**config.mk**
```make
export PLATFORM = sky130hd
export DESIGN_NAME = disp_scan_ctrl
export DESIGN_NICKNAME = d
export VERILOG_FILES = /design/src/rtl/disp_scan_ctrl_pkg.sv /design/src/rtl/disp_scan_ctrl_slot_timer.sv /design/src/rtl/disp_scan_ctrl.sv
export SDC_FILE = /design/constraint.sdc
export NUM_CORES = 1
export LEC_CHECK = 0
export CAP_MARGIN = 15
export CORE_ASPECT_RATIO = 2
export CORE_MARGIN = 2
export CORE_UTILIZATION = 48
export CTS_CLUSTER_DIAMETER = 50
export CTS_CLUSTER_SIZE = 25
export DETAILED_ROUTE_END_ITERATION = 12
export MAX_ROUTING_LAYER = met4
export PLACE_DENSITY = 0.82
export SYNTH_ARGS = -nofsm -noshare
export SYNTH_HDL_FRONTEND = slang
export SYNTH_SLANG_ARGS = --single-unit
```
**constraint.sdc**
```tcl
create_clock -name clk -period 2.4 [get_ports clk]
set_clock_uncertainty 0.2 [all_clocks]
set_input_delay 0.24 -clock clk [delete_from_list [all_inputs] [get_ports clk]]
set_output_delay 0.24 -clock clk [all_outputs]
set_load 0.05 [all_outputs]
```
**src/rtl/disp_scan_ctrl_pkg.sv**
```systemverilog
// -----------------------------------------------------------------------------
// disp_scan_ctrl_pkg
//   Shared constants and types for the multiplexed seven-segment scan logic.
//   - AN_OFF        : inactive level of an anode line (anodes are active-low)
//   - scan_state_e  : per-slot phase, BLANK (all anodes off) then DRIVE
//   - DEF_PRESCALE  : cycles per digit slot for a 100 MHz clock, ~1 kHz per slot
//   - DEF_BLANK_CYC : dead time at the start of each slot (10 us at 100 MHz)
// -----------------------------------------------------------------------------
package disp_scan_ctrl_pkg;

  localparam logic AN_OFF = 1'b1;

  typedef enum logic [0:0] {
    BLANK = 1'b0,
    DRIVE = 1'b1
  } scan_state_e;

  localparam int DEF_PRESCALE  = 100_000;
  localparam int DEF_BLANK_CYC = 1_000;

endpackage

```
**src/rtl/disp_scan_ctrl_slot_timer.sv**
```systemverilog
// -----------------------------------------------------------------------------
// disp_scan_ctrl_slot_timer
//   Slot prescaler and BLANK/DRIVE phase machine for the display scanner.
//   Ports:
//     clk        in   system clock, rising edge
//     rst        in   synchronous active-high reset
//     en         in   scan enable; low clears the prescaler and forces BLANK
//     slot_end   out  high in the last cycle of a slot (cnt == PRESCALE-1, en=1)
//     drive_next out  phase of the NEXT cycle is DRIVE; lets the parent register
//                     the anode pattern in step with the counter
// -----------------------------------------------------------------------------
module disp_scan_ctrl_slot_timer
  import disp_scan_ctrl_pkg::*;
#(
  parameter int PRESCALE  = DEF_PRESCALE,
  parameter int BLANK_CYC = DEF_BLANK_CYC
) (
  input  logic clk,
  input  logic rst,
  input  logic en,
  output logic slot_end,
  output logic drive_next
);

  localparam int CNT_W = $clog2(PRESCALE);

  localparam logic [CNT_W-1:0] CNT_LAST  = CNT_W'(PRESCALE - 1);
  localparam logic [CNT_W-1:0] CNT_BLANK = CNT_W'(BLANK_CYC);
  localparam logic             NO_BLANK  = (BLANK_CYC == 0);

  localparam logic [0:0] ST_BLANK = BLANK;
  localparam logic [0:0] ST_DRIVE = DRIVE;
  // With no dead time a wrapping slot goes straight back into DRIVE.
  localparam logic [0:0] ST_AFTER_WRAP = NO_BLANK ? ST_DRIVE : ST_BLANK;

  logic [CNT_W-1:0] cnt_q, cnt_d;
  logic [0:0]       state_q, state_d;

  // NOTE: every signal assigned in always_comb gets a default first, so no
  // path through the block leaves it unassigned and no latch is inferred.
  always_comb begin
    slot_end = en && (cnt_q == CNT_LAST);
    cnt_d    = cnt_q + 1'b1;
    state_d  = state_q;
    if (!en) begin
      cnt_d   = '0;
      state_d = ST_BLANK;
    end else if (slot_end) begin
      cnt_d   = '0;
      state_d = ST_AFTER_WRAP;
    end else if (state_q == ST_BLANK && (NO_BLANK || cnt_d == CNT_BLANK)) begin
      // BLANK is only ever entered with cnt at 0, so counting up to the
      // dead-time length is the only way out; with no dead time the very
      // first count after a clear/resume already leaves BLANK.
      state_d = ST_DRIVE;
    end
    drive_next = (state_d == ST_DRIVE);
  end

  // NOTE: sequential state is written with non-blocking assignments so every
  // flop samples the pre-edge value of every other flop.
  always_ff @(posedge clk) begin
    if (rst) begin
      cnt_q   <= '0;
      state_q <= ST_BLANK;
    end else begin
      cnt_q   <= cnt_d;
      state_q <= state_d;
    end
  end

endmodule

```
**src/rtl/disp_scan_ctrl.sv**
```systemverilog
// -----------------------------------------------------------------------------
// disp_scan_ctrl
//   Multiplexed seven-segment scan controller. Steps a digit index through
//   0..N_DIGITS-1, one slot of PRESCALE cycles per digit, and drives the
//   active-low one-hot anodes with a dead time of BLANK_CYC cycles at the start
//   of every slot.
//   Ports:
//     clk         in   system clock, rising edge
//     rst         in   synchronous active-high reset
//     en          in   scan enable; low = display dark and scan frozen
//     digit_mask  in   1 = digit may be lit; 0 = kept dark, slot still used
//     rc          out  current digit index, feeds the segment mux
//     an          out  anode drive, active-low one-hot, all ones = all off
//     slot_start  out  one-cycle pulse in the first cycle of a new rc
//     frame_start out  slot_start for the slot where rc returns to 0
// -----------------------------------------------------------------------------
module disp_scan_ctrl
  import disp_scan_ctrl_pkg::*;
#(
  parameter  int N_DIGITS  = 8,
  parameter  int PRESCALE  = DEF_PRESCALE,
  parameter  int BLANK_CYC = DEF_BLANK_CYC,
  localparam int IDX_W     = $clog2(N_DIGITS)
) (
  input  logic                clk,
  input  logic                rst,
  input  logic                en,
  input  logic [N_DIGITS-1:0] digit_mask,
  output logic [IDX_W-1:0]    rc,
  output logic [N_DIGITS-1:0] an,
  output logic                slot_start,
  output logic                frame_start
);

  localparam logic [IDX_W-1:0] RC_LAST = IDX_W'(N_DIGITS - 1);

  logic slot_end;
  logic drive_next;

  disp_scan_ctrl_slot_timer #(
    .PRESCALE (PRESCALE),
    .BLANK_CYC(BLANK_CYC)
  ) u_slot_timer (
    .clk       (clk),
    .rst       (rst),
    .en        (en),
    .slot_end  (slot_end),
    .drive_next(drive_next)
  );

  logic [IDX_W-1:0]    rc_q, rc_d;
  logic [N_DIGITS-1:0] an_q, an_d;
  logic                slot_start_q, slot_start_d;
  logic                frame_start_q, frame_start_d;

  always_comb begin
    rc_d = rc_q;
    if (slot_end) begin
      // Explicit wrap keeps rc inside 0..N_DIGITS-1 for non-power-of-two counts.
      rc_d = (rc_q == RC_LAST) ? '0 : rc_q + 1'b1;
    end
    slot_start_d  = slot_end;
    frame_start_d = slot_end && (rc_q == RC_LAST);

    // Decoded from next-state rc/phase so an and rc change on the same edge.
    an_d = {N_DIGITS{AN_OFF}};
    if (drive_next && digit_mask[rc_d]) begin
      an_d[rc_d] = ~AN_OFF;
    end
  end

  always_ff @(posedge clk) begin
    if (rst) begin
      rc_q          <= '0;
      an_q          <= {N_DIGITS{AN_OFF}};
      slot_start_q  <= 1'b0;
      frame_start_q <= 1'b0;
    end else begin
      rc_q          <= rc_d;
      an_q          <= an_d;
      slot_start_q  <= slot_start_d;
      frame_start_q <= frame_start_d;
    end
  end

  assign rc          = rc_q;
  assign an          = an_q;
  assign slot_start  = slot_start_q;
  assign frame_start = frame_start_q;

endmodule
```
==> summary.md, run 1 <==
| Metric | Value |
|---|---|
| 1st-iter DRT viols | roughly 120 |
| Detailed placement HPWL | around 3600 µm |
| Core Rows | 30 |
| Min Hold Slack | 0.322 ns |
| Worst r2r dst | an[7] |
| WL final | 5880 µm |
| Final GP Congestion | 0.932 |
| Final worst-path setup slack | -0.203 ns |
| Synth Instances | slightly below 200 |
| Reg2Reg Launch Point | u_slot_timer.cnt_q[12] |
| First drt pass iteration count | 6 |
| Hold_buf cts | 0 |
| Synth area leader | dfxtp_1 |
| Die W | 46.1 µm |
| Later-pin clock latency in the skew report | 0.29 ns |
| Register area share after synthesis | 0.365 |
| Sink Count | 31 |
| Fin crit share | 1.08 |
| Ant. Diodes | 0 |
| Pint | 0.883 mW |
| Post-synth top area share | 0.365 |
| Power Density | 434 mW/mm² |
| Psw | between 0.2 and 0.25 mW |
| CP Class | reg -> reg |
| GRT overflow | 0 |
| Finished Layout Cells | between 200 and 300 |
| Vias per inst | a little over 6 |
| Max Root-Sink Buffers | 2 |
| Layout overhead on the synthesized area | 51.0% |
| Worst setup SP type | flop |
| Reg-to-reg slack, setup | -0.20 ns |
| Hold Vio Cnt, Final | 0 |
| CP startpoint | u_slot_timer.cnt_q[12] |
| Cell Area, Synth | between 0.0015 and 0.002 mm² |
| Die footprint | between 0.004 and 0.005 mm² |
| Net count after synthesis | 211 |
| Largest net degree at the start of global routing | 15 |
| Post-synth EDFFs | 0 |
| Main synth FF type | dfxtp_1 |
| Max-Cap Viols | 0 |
| Area of the multi-input gates | around 0.0012 mm² |
| Via count | 1,842 |
| Worst Setup End Kind | flop |
| Max-slew headroom | 0.650 |
| Initial core utilization | 0.503 |
| I/O pin count | 24 |
| Post-synth ARST share | 0 |
| CP endpoint | an[7] |
| VDD IR-drop max | 0.556 mV |
| Gate power share | 0.052 |
| Worst-Margin Slew | 0.523 ns |
| Gr usage total | 0.303 |
| Setup violators final | 9 |
| CORE AREA | 0.00338 mm² |
| Port-buffer cells | 23 |
| Hold path depth | 4 |
| Initial antenna violation count | 0 |
| Hold crit path type | in -> reg |
| YS warnings | 0 |
| CTS tree | yes |
| CTS root buf | clkbuf_8 |
| Dpl cells | between 200 and 300 |
| NumNets Final | 279 |
| Reg2Reg Depth | 7 |
| Die H | between 80 and 90 µm |
| Failing checks | setup timing |
| Clock slew at reported path FFs | ~0.07 ns |
| Clock network fraction of design power | 0.484 |
| RSZ-0062 raised after global routing | true |
| Yosys cell types | 46 |
| Worst endpoint required time | 2.43 ns |
| CTS buffer count | 5 |
| DRC | 0 |
| Fin. max-slew vios | 0 |
| CP arrival | 2.64 ns |
| Ranking of synthesized cells by area | dfxtp_1, nor2_1, xor2_1, mux2i_1, nand4_1 |
| Crit Path Max Fanout | 4 |
| Seq. cell area | 623 µm² |
| Seq pwr share | 0.464 |
| Switching Share | 0.207 |
| Post-place setup slack | -0.560 ns |
| FMAX | 384 MHz |
| Antenna-violating nets left | 0 |
| CTS H-tree depth | 2 |
| Share of cells above drive strength 1 | 0.313 |
| Crit path time final | 2.60 ns |
| Mean Syn Cell Area | 8.67 µm² |
| Status | finished, violations left |
| FILL cells | 213 |
| Wire per inst | 19.8 µm |
| Vias in the first global route | about 1,800 |
| First-pass GRT wire length | between 8000 and 9000 µm |
| Yosys reg bits | 31 |
| Static leakage | 0.931 nW |
-- sequential cells by signal (all words and copies together) (netlist names) --
signal,count
an,8
frame_start,1
rc,3
slot_start,1
u_slot_timer.cnt_q,17
u_slot_timer.state_q,1
-- repair_timing --
action                     4_1_cts  5_1_grt
pin swaps                        9       11
cloned                           0        1
gates resized for setup         12       19
hold endpoints to repair         0        0
setup endpoints to repair        9        9
setup buffers                    5        5
-- power by group through the flow --
stage	Sequential [mW]	Combinational [mW]	Clock (mW)
after CTS	0.517	0.0537	0.548
after floorplan	0.529	0.0163	0
after global placement	0.528	0.0526	0
after global routing	0.516	0.0623	0.567
final	0.517	0.0579	0.540
after detailed placement	0.528	0.0536	0
-- layout make-up --
type	count	share of cell area
clock buffers	6	0.0322
repair buffers	67	0.229
flip-flops and latches	31	0.243
inverters	7	0.0102
multi-input cells	152	0.457
well taps	32	0.0156
clock inverters	2	0.0137
-- cell usage in the layout (no fill, tap or decap), types with 2 or more instances in the layout --
master and instances:
mux2i_1 8, nor4_4 2, xnor2_1 5, nand2b_1 2, a2111oi_4 2, nand3_1 13, a21o_1 2, nor2_1 28
buf_6 4, dfxtp_2 2, o21ai_0 2, nor2b_1 3, inv_1 6, ha_1 4, dfxtp_1 29, xor2_1 10
a21oi_2 4, nor3_4 2, buf_4 39, clkbuf_8 6, or4_4 3, and2_1 3, nor4_2 2, nand4_1 12
nand2_1 12, nand2_2 2, clkdlybuf4s50_1 22, a21oi_1 6
-- cells in the mapped netlist, types with 2 or more instances --
master and count:
dfxtp_1 31, nor2_1 28, nand2_1 14, nand3_1 14, nand4_1 12, a21oi_1 10, xor2_1 10, mux2i_1 8
inv_1 6, xnor2_1 5, ha_1 4, nor2b_1 4, and2_1 3, buf_2 3, o21ai_0 3, a211oi_1 2
a21o_1 2, clkbuf_1 2, nand2b_1 2, nor3_1 2, nor4_1 2, o211ai_2 2, or3_1 2, or4_1 2
or4_4 2
-- worst min-delay path by stage --
stage | to | start | slack [ns]
2_1_floorplan | rc[0] | rst | 0.11
3_3_place_gp | u_slot_timer.cnt_q[0] | u_slot_timer.cnt_q[0] | 0.33
3_5_place_dp | u_slot_timer.cnt_q[0] | u_slot_timer.cnt_q[0] | 0.34
4_1_cts | u_slot_timer.cnt_q[8] | en | 0.32
5_1_grt | u_slot_timer.cnt_q[8] | en | 0.34
6_report | u_slot_timer.cnt_q[8] | en | 0.32
-- layer usage --
metal	GRT usage	share of wire	vias up
met5	-	0	-
met2	0.537	0.56	102
li1	-	-	848
met1	0.244	0.34	857
met4	0.221	0.052	0
met3	0.0845	0.048	35
-- through the flow --
stage | power [mW] | utilization | cell area [µm²] | setup TNS [ns]
6_report | 1.11 | 0.759 | 2560 | -1.01
5_1_grt | 1.15 | 0.759 | 2560 | -2.55
4_1_cts | 1.12 | 0.717 | 2420 | -1.49
3_5_place_dp | 0.582 | 0.655 | 2210 | -7.60
3_3_place_gp | 0.581 | 0.655 | 2210 | -5.69
2_1_floorplan | 0.546 | - | 1710 | -0.155
-- kinds of logic (layout without fill, tap and decap cells) --
group                      Yosys count  in the layout  synth area share
and+or+nand+nor                     94             94             0.306
DFF                                 31             31             0.365
AOI/OAI and AO/OA                   29             30             0.123
xor gates and xnor gates            15             15            0.0773
buffers and inverters               14             82            0.0383
muxes                                9              9            0.0604
adders and majority gates            4              4            0.0295
-- critical path, cell delays in order (launching register included) --
cell and delay, ns:
dfxtp_2 0.33, or4b_4 0.53, or4_4 0.49, buf_6 0.16, or4_4 0.49, o211ai_2 0.12
a211oi_1 0.13, nand3_1 0.10
Power figures use the tool's default switching activity.
==> inputs of run 2 (changes only) <==
--- a/config.mk
+++ b/config.mk
@@ -13,7 +13,7 @@
 export CTS_CLUSTER_SIZE = 25
 export DETAILED_ROUTE_END_ITERATION = 12
 export MAX_ROUTING_LAYER = met4
-export PLACE_DENSITY = 0.82
+export PLACE_DENSITY_LB_ADDON = 0.12
 export SYNTH_ARGS = -nofsm -noshare
 export SYNTH_HDL_FRONTEND = slang
 export SYNTH_SLANG_ARGS = --single-unit
==> run 2 against run 1 <==
Compared with the run above: the run still ends with setup timing left; routed wire length down 15%; first-iteration DRC count is 55% lower; clock power fell by 17%; power fell by 8.1%; global-route usage down 2.5 points; die area is the same; sequential share of layout area increased by 0.93 points; flip-flop and latch count unchanged; setup slack better by 0.12 ns; register-to-register slack gained 0.12 ns; clock-buffer cell count increased by 2; critical path depth down 1; largest cell class unchanged; highest routed layer unchanged.
==> summary.md, run 2 (synthesis gave the netlist of run 1 again) <==
| Metric | Value |
|---|---|
| VDD IR-drop max | 0.468 mV |
| Worst setup SP type | flop |
| Hold Vio Cnt, Final | 0 |
| Reg2Reg Launch Point | u_slot_timer.cnt_q[13] |
| Crit Path Max Fanout | 8 |
| CTS H-tree depth | 2 |
| Layout overhead on the synthesized area | 45.9% |
| Share of cells above drive strength 1 | 0.294 |
| Initial antenna violation count | 0 |
| CP Class | reg -> reg |
| Port-buffer cells | 23 |
| Static leakage | between 0.8 and 0.9 nW |
| Sink Count | 31 |
| Met3 Use GR | 0.0412 |
| Hold path depth | 4 |
| Commonest non-fill, non-tap cell in the layout | buf_4 |
| I/O pin count | 24 |
| Power Density | 413 mW/mm² |
| Most frequent cells in the layout | buf_4, nor2_1, dfxtp_1, clkdlybuf4s50_1 |
| Final worst-path setup slack | -0.0853 ns |
| Max Root-Sink Buffers | 2 |
| Vias in the first global route | 1,867 |
| Reg-to-reg slack, setup | -0.09 ns |
| GRT overflow | 0 |
| Largest net degree at the start of global routing | 15 |
| Max reg flops | 17 |
| Wire per inst | ~17 µm |
| DRC | 0 |
| Failing checks | setup timing |
| Vias per inst | around 6.0 |
| Via count | 1,789 |
| CTS buffer count | 5 |
| Largest Register | u_slot_timer.cnt_q |
| Busiest grt layer | met2 |
| CP arrival | around 2.4 ns |
| Worst-Margin Slew | between 0.5 and 0.6 ns |
| Final GP Congestion | 0.917 |
| Hold crit path type | in -> reg |
| Gr usage total | 0.279 |
| FMAX | 402 MHz |
| Total negative slack | -0.370 ns |
| Max-Cap Viols | 0 |
| Die H | 88.1 µm |
| Hold_buf cts | 0 |
| NumNets Final | 279 |
| First-pass GRT wire length | 8020 µm |
| Max-slew headroom | 0.636 |
| Ant. Diodes | 0 |
| WL final | around 5000 µm |
| Clock slew at reported path FFs | 0.07 ns |
| Final Power | 1.02 mW |
| GR Util met2 | 0.504 |
| Worst r2r dst | an[7] |
| GR met1 Demand/Resource | 0.232 |
| Later-pin clock latency in the skew report | 0.28 ns |
| CORE AREA | 0.00338 mm² |
| Min-delay src | en |
| Die footprint | 0.00406 mm² |
| CTS root buf | clkbuf_8 |
| Detailed placement HPWL | 3780 µm |
| Hold path endpoint | u_slot_timer.cnt_q[8] |
| Fin. max-slew vios | 0 |
| Crit path time final | between 2 and 2.5 ns |
| Die W | between 40 and 50 µm |
| Fin crit share | 1.04 |
| Antenna-violating nets left | 0 |
| First drt pass iteration count | 4 |
| Worst endpoint required time | 2.35 ns |
| CTS tree | yes |
| Min Hold Slack | 0.332 ns |
| Reg2Reg Depth | 6 |
| 1st-iter DRT viols | 53 |
| Worst Setup End Kind | flop |
| Setup violators final | 7 |
| Core Rows | 30 |
| Status | finished, violations left |
| Initial core utilization | 0.503 |
| RSZ-0062 raised after global routing | true |
[run 2: cell type report]
class / count / area [µm²]
clock buffers: 8 / 100
fillers: 268 / 898
inverters: 7 / 26.3
multi-input cells: 152 / 1120
flip-flops and latches: 31 / 626
well taps: 32 / 40.0
repair buffers: 67 / 572
[run 2: worst max-delay path by stage]
stage                     endpoint  cells after the start                    from  slack (ns)
after floorplan              an[6]                      7  u_slot_timer.cnt_q[12]       -0.06
after global placement       an[7]                      7                      en       -0.45
after detailed placement     an[7]                      7                      en       -0.52
after CTS                    an[2]                      6  u_slot_timer.cnt_q[12]       -0.10
after global routing         an[2]                      6  u_slot_timer.cnt_q[12]       -0.21
final                        an[7]                      6  u_slot_timer.cnt_q[13]       -0.09
[run 2: worst max-delay path, cell delays in order, from the launching register on]
cell and delay (ns):
dfxtp_2 0.34, or4b_4 0.52, or4_4 0.50, nor3_4 0.26, o211ai_2 0.16, a211oi_2 0.26, nand3_1 0.11
[run 2: where the power goes]
group,switching (mW),total [mW],internal (mW)
clock,0.187,0.449,0.261
sequential,0.00167,0.518,0.516
combinational,0.0241,0.0567,0.0325
[run 2: routing by layer]
layer	wire length [µm]	up-vias	share of wire
li1	-	845	-
met1	1660	856	0.33
met2	2860	58	0.57
met3	169	30	0.034
met4	328	0	0.065
met5	0	-	0
[run 2: per-stage QoR]
stage | cell area [µm²] | utilization | worst slack [ns] | cells
global placement | 2240 | 0.664 | -0.453 | 283
detailed placement | 2240 | 0.664 | -0.524 | 283
global route | 2480 | 0.734 | -0.206 | 297
finish | 2480 | 0.734 | -0.0853 | 297
floorplan | 1710 | - | -0.0608 | 196
CTS | 2420 | 0.717 | -0.102 | 295
[run 2: repair_timing]
action	in CTS	in global routing
pin swaps	6	12
resized for setup	9	11
gates cloned	1	0
setup buffers	3	2
endpoints found under the setup margin	9	23
==> inputs of run 3 (changes only) <==
--- a/config.mk
+++ b/config.mk
@@ -7,7 +7,7 @@
 export LEC_CHECK = 0
 export CAP_MARGIN = 15
 export CORE_ASPECT_RATIO = 2
-export CORE_MARGIN = 2
+export CORE_MARGIN = 3
 export CORE_UTILIZATION = 48
 export CTS_CLUSTER_DIAMETER = 50
 export CTS_CLUSTER_SIZE = 25
==> run 3 against run 2 <==
Compared with the run above: the run still ends with setup timing left; sequential power about the same; combinational power grew 2%; global-route usage down 4.1 points; setup slack worse by 0.013 ns; flip-flop and latch count unchanged; die area increased by 6.7%; utilization fell by 0.70 points; register-to-register slack is essentially flat.
==> summary.md, run 3 (synthesis gave the netlist of run 1 again) <==
| Metric | Value |
|---|---|
| Status | finished, violations left |
| Failing checks | setup timing |
| Reg2Reg Depth | 6 |
| Power Density | around 450 mW/mm² |
| Static leakage | 0.887 nW |
| Cell Area, Placed | 0.00221 mm² |
| Via count | 1,725 |
| Fin crit share | 1.04 |
| CP arrival | 2.46 ns |
| NumNets Final | 274 |
| Die H | 90.1 µm |
| Most frequent cells in the layout | buf_4, dfxtp_1, nor2_1, clkdlybuf4s50_1, nand3_1 |
| RSZ-0062 raised after global routing | true |
| CTS tree | yes |
| CP endpoint | an[0] |
| Max-slew headroom | 0.667 |
| Post-place setup slack | -0.447 ns |
| GRT overflow | 0 |
| Core Rows | 30 |
| Initial antenna violation count | 0 |
| CP startpoint | u_slot_timer.cnt_q[12] |
| Detailed placement HPWL | around 3600 µm |
| Clock slew at reported path FFs | about 0.07 ns |
| Commonest non-fill, non-tap cell in the layout | buf_4 |
| Die footprint | 0.00433 mm² |
| FMAX | 400 MHz |
| Port-buffer cells | 23 |
| Wire per inst | 16.6 µm |
| Fin. max-slew vios | 0 |
| Final GP Congestion | between 0.9 and 1 |
| CTS root buf | clkbuf_8 |
| 1st-iter DRT viols | 32 |
| CTS H-tree depth | 2 |
| Vias in the first global route | 1,667 |
| Largest net degree at the start of global routing | 15 |
| Vias per inst | between 5 and 6 |
| Max Root-Sink Buffers | 2 |
| CORE AREA | 0.00338 mm² |
| Hold Vio Cnt, Final | 0 |
| Reg2Reg Launch Point | u_slot_timer.cnt_q[12] |
| Worst Setup End Kind | flop |
| Final worst-path setup slack | -0.0981 ns |
| VDD IR-drop max | approximately 0.40 mV |
| I/O pin count | 24 |
| Later-pin clock latency in the skew report | 0.29 ns |
| Hold crit path type | in -> reg |
| Worst endpoint required time | 2.37 ns |
| Max-Cap Viols | 0 |
| Sink Count | 31 |
| Max reg flops | 17 |
| Crit Path Max Fanout | 8 |
| FILL cells | 266 |
| First-pass GRT wire length | 7260 µm |
| Initial core utilization | 0.503 |
| Gr usage total | 0.238 |
| Die W | just under 50 µm |
| DRC | 0 |
| WL final | ~4800 µm |
| Layout overhead on the synthesized area | 44.6% |
| Worst setup SP type | flop |
| Design area | 0.00246 mm² |
| Ant. Diodes | 0 |
| Worst-Margin Slew | 0.498 ns |
| Setup violators final | 10 |
| Reg-to-reg slack, setup | -0.1 ns |
| First drt pass iteration count | 4 |
| Share of cells above drive strength 1 | 0.281 |
| Crit path time final | 2.50 ns |
| Largest Register | u_slot_timer.cnt_q |
| CP Class | reg -> reg |
| Antenna-violating nets left | 0 |
| Worst r2r dst | an[0] |
| CTS buffer count | 5 |
-- run 3: cell count changes in the layout (fill, tap and decap cells not counted), sizes merged --
cell,change
mux2i,+1
clkbuf,-2
clkinv,+1
buf,-5
o31ai,-1
bufinv,+1
-- run 3: metrics by stage --
stage	setup TNS, ns	total power [mW]	cells	utilization	hold slack (ns)
after global placement	-5.75	0.582	278	0.653	0.336
final	-0.666	1.11	292	0.727	0.316
after CTS	-0.294	1.11	286	0.694	0.300
after floorplan	-0.155	0.546	196	-	0.109
after global routing	-1.40	1.14	292	0.727	0.342
after detailed placement	-7.16	0.584	278	0.653	0.348
-- run 3: final cells by class --
cell class / instances / area, µm² / area share
Clock buffer: 6 / 82.6 / 0.0336
Multi-Input combinational cell: 152 / 1100 / 0.449
Inverter: 7 / 26.3 / 0.0107
Clock inverter: 2 / 35.0 / 0.0143
Tap cell: 32 / 40.0 / 0.0163
Timing Repair Buffer: 62 / 546 / 0.222
Sequential cell: 31 / 623 / 0.254
-- run 3: critical path, stage by stage (launching register included) --
cell	delay, ns
dfxtp_2	0.33
or4b_4	0.54
or4_4	0.50
a2111oi_1	0.43
a21oi_1	0.14
nor2b_1	0.14
nand4_1	0.09
-- run 3: worst min path at each step --
stage | start | end | depth (start not counted)
after floorplan | rst | rc[0] | 1
after global placement | u_slot_timer.cnt_q[0] | u_slot_timer.cnt_q[0] | 2
after detailed placement | u_slot_timer.cnt_q[0] | u_slot_timer.cnt_q[0] | 2
after CTS | en | u_slot_timer.cnt_q[8] | 4
after global routing | en | u_slot_timer.cnt_q[8] | 4
final | en | u_slot_timer.cnt_q[8] | 4
-- run 3: metal layers --
metal,up-vias,track usage,part of all wire
li1,831,-,-
met1,816,0.198,0.33
met2,54,0.419,0.57
met3,24,0.0361,0.035
met4,0,0.169,0.060
met5,-,-,0
-- run 3: report_power, final --
part	leakage, nW	total [mW]	switching [mW]	internal (mW)
clock	0.0612	0.532	0.197	0.336
combinational	0.575	0.0579	0.0246	0.0333
sequential	0.251	0.517	0.000932	0.516
-- run 3: repair_timing --
item | in CTS | in global routing
gates cloned | 0 | 1
pin swaps | 3 | 11
setup buffers | 0 | 5
hold buffers | 0 | 0
endpoints found under the setup margin | 9 | 9
gates resized for setup | 6 | 13
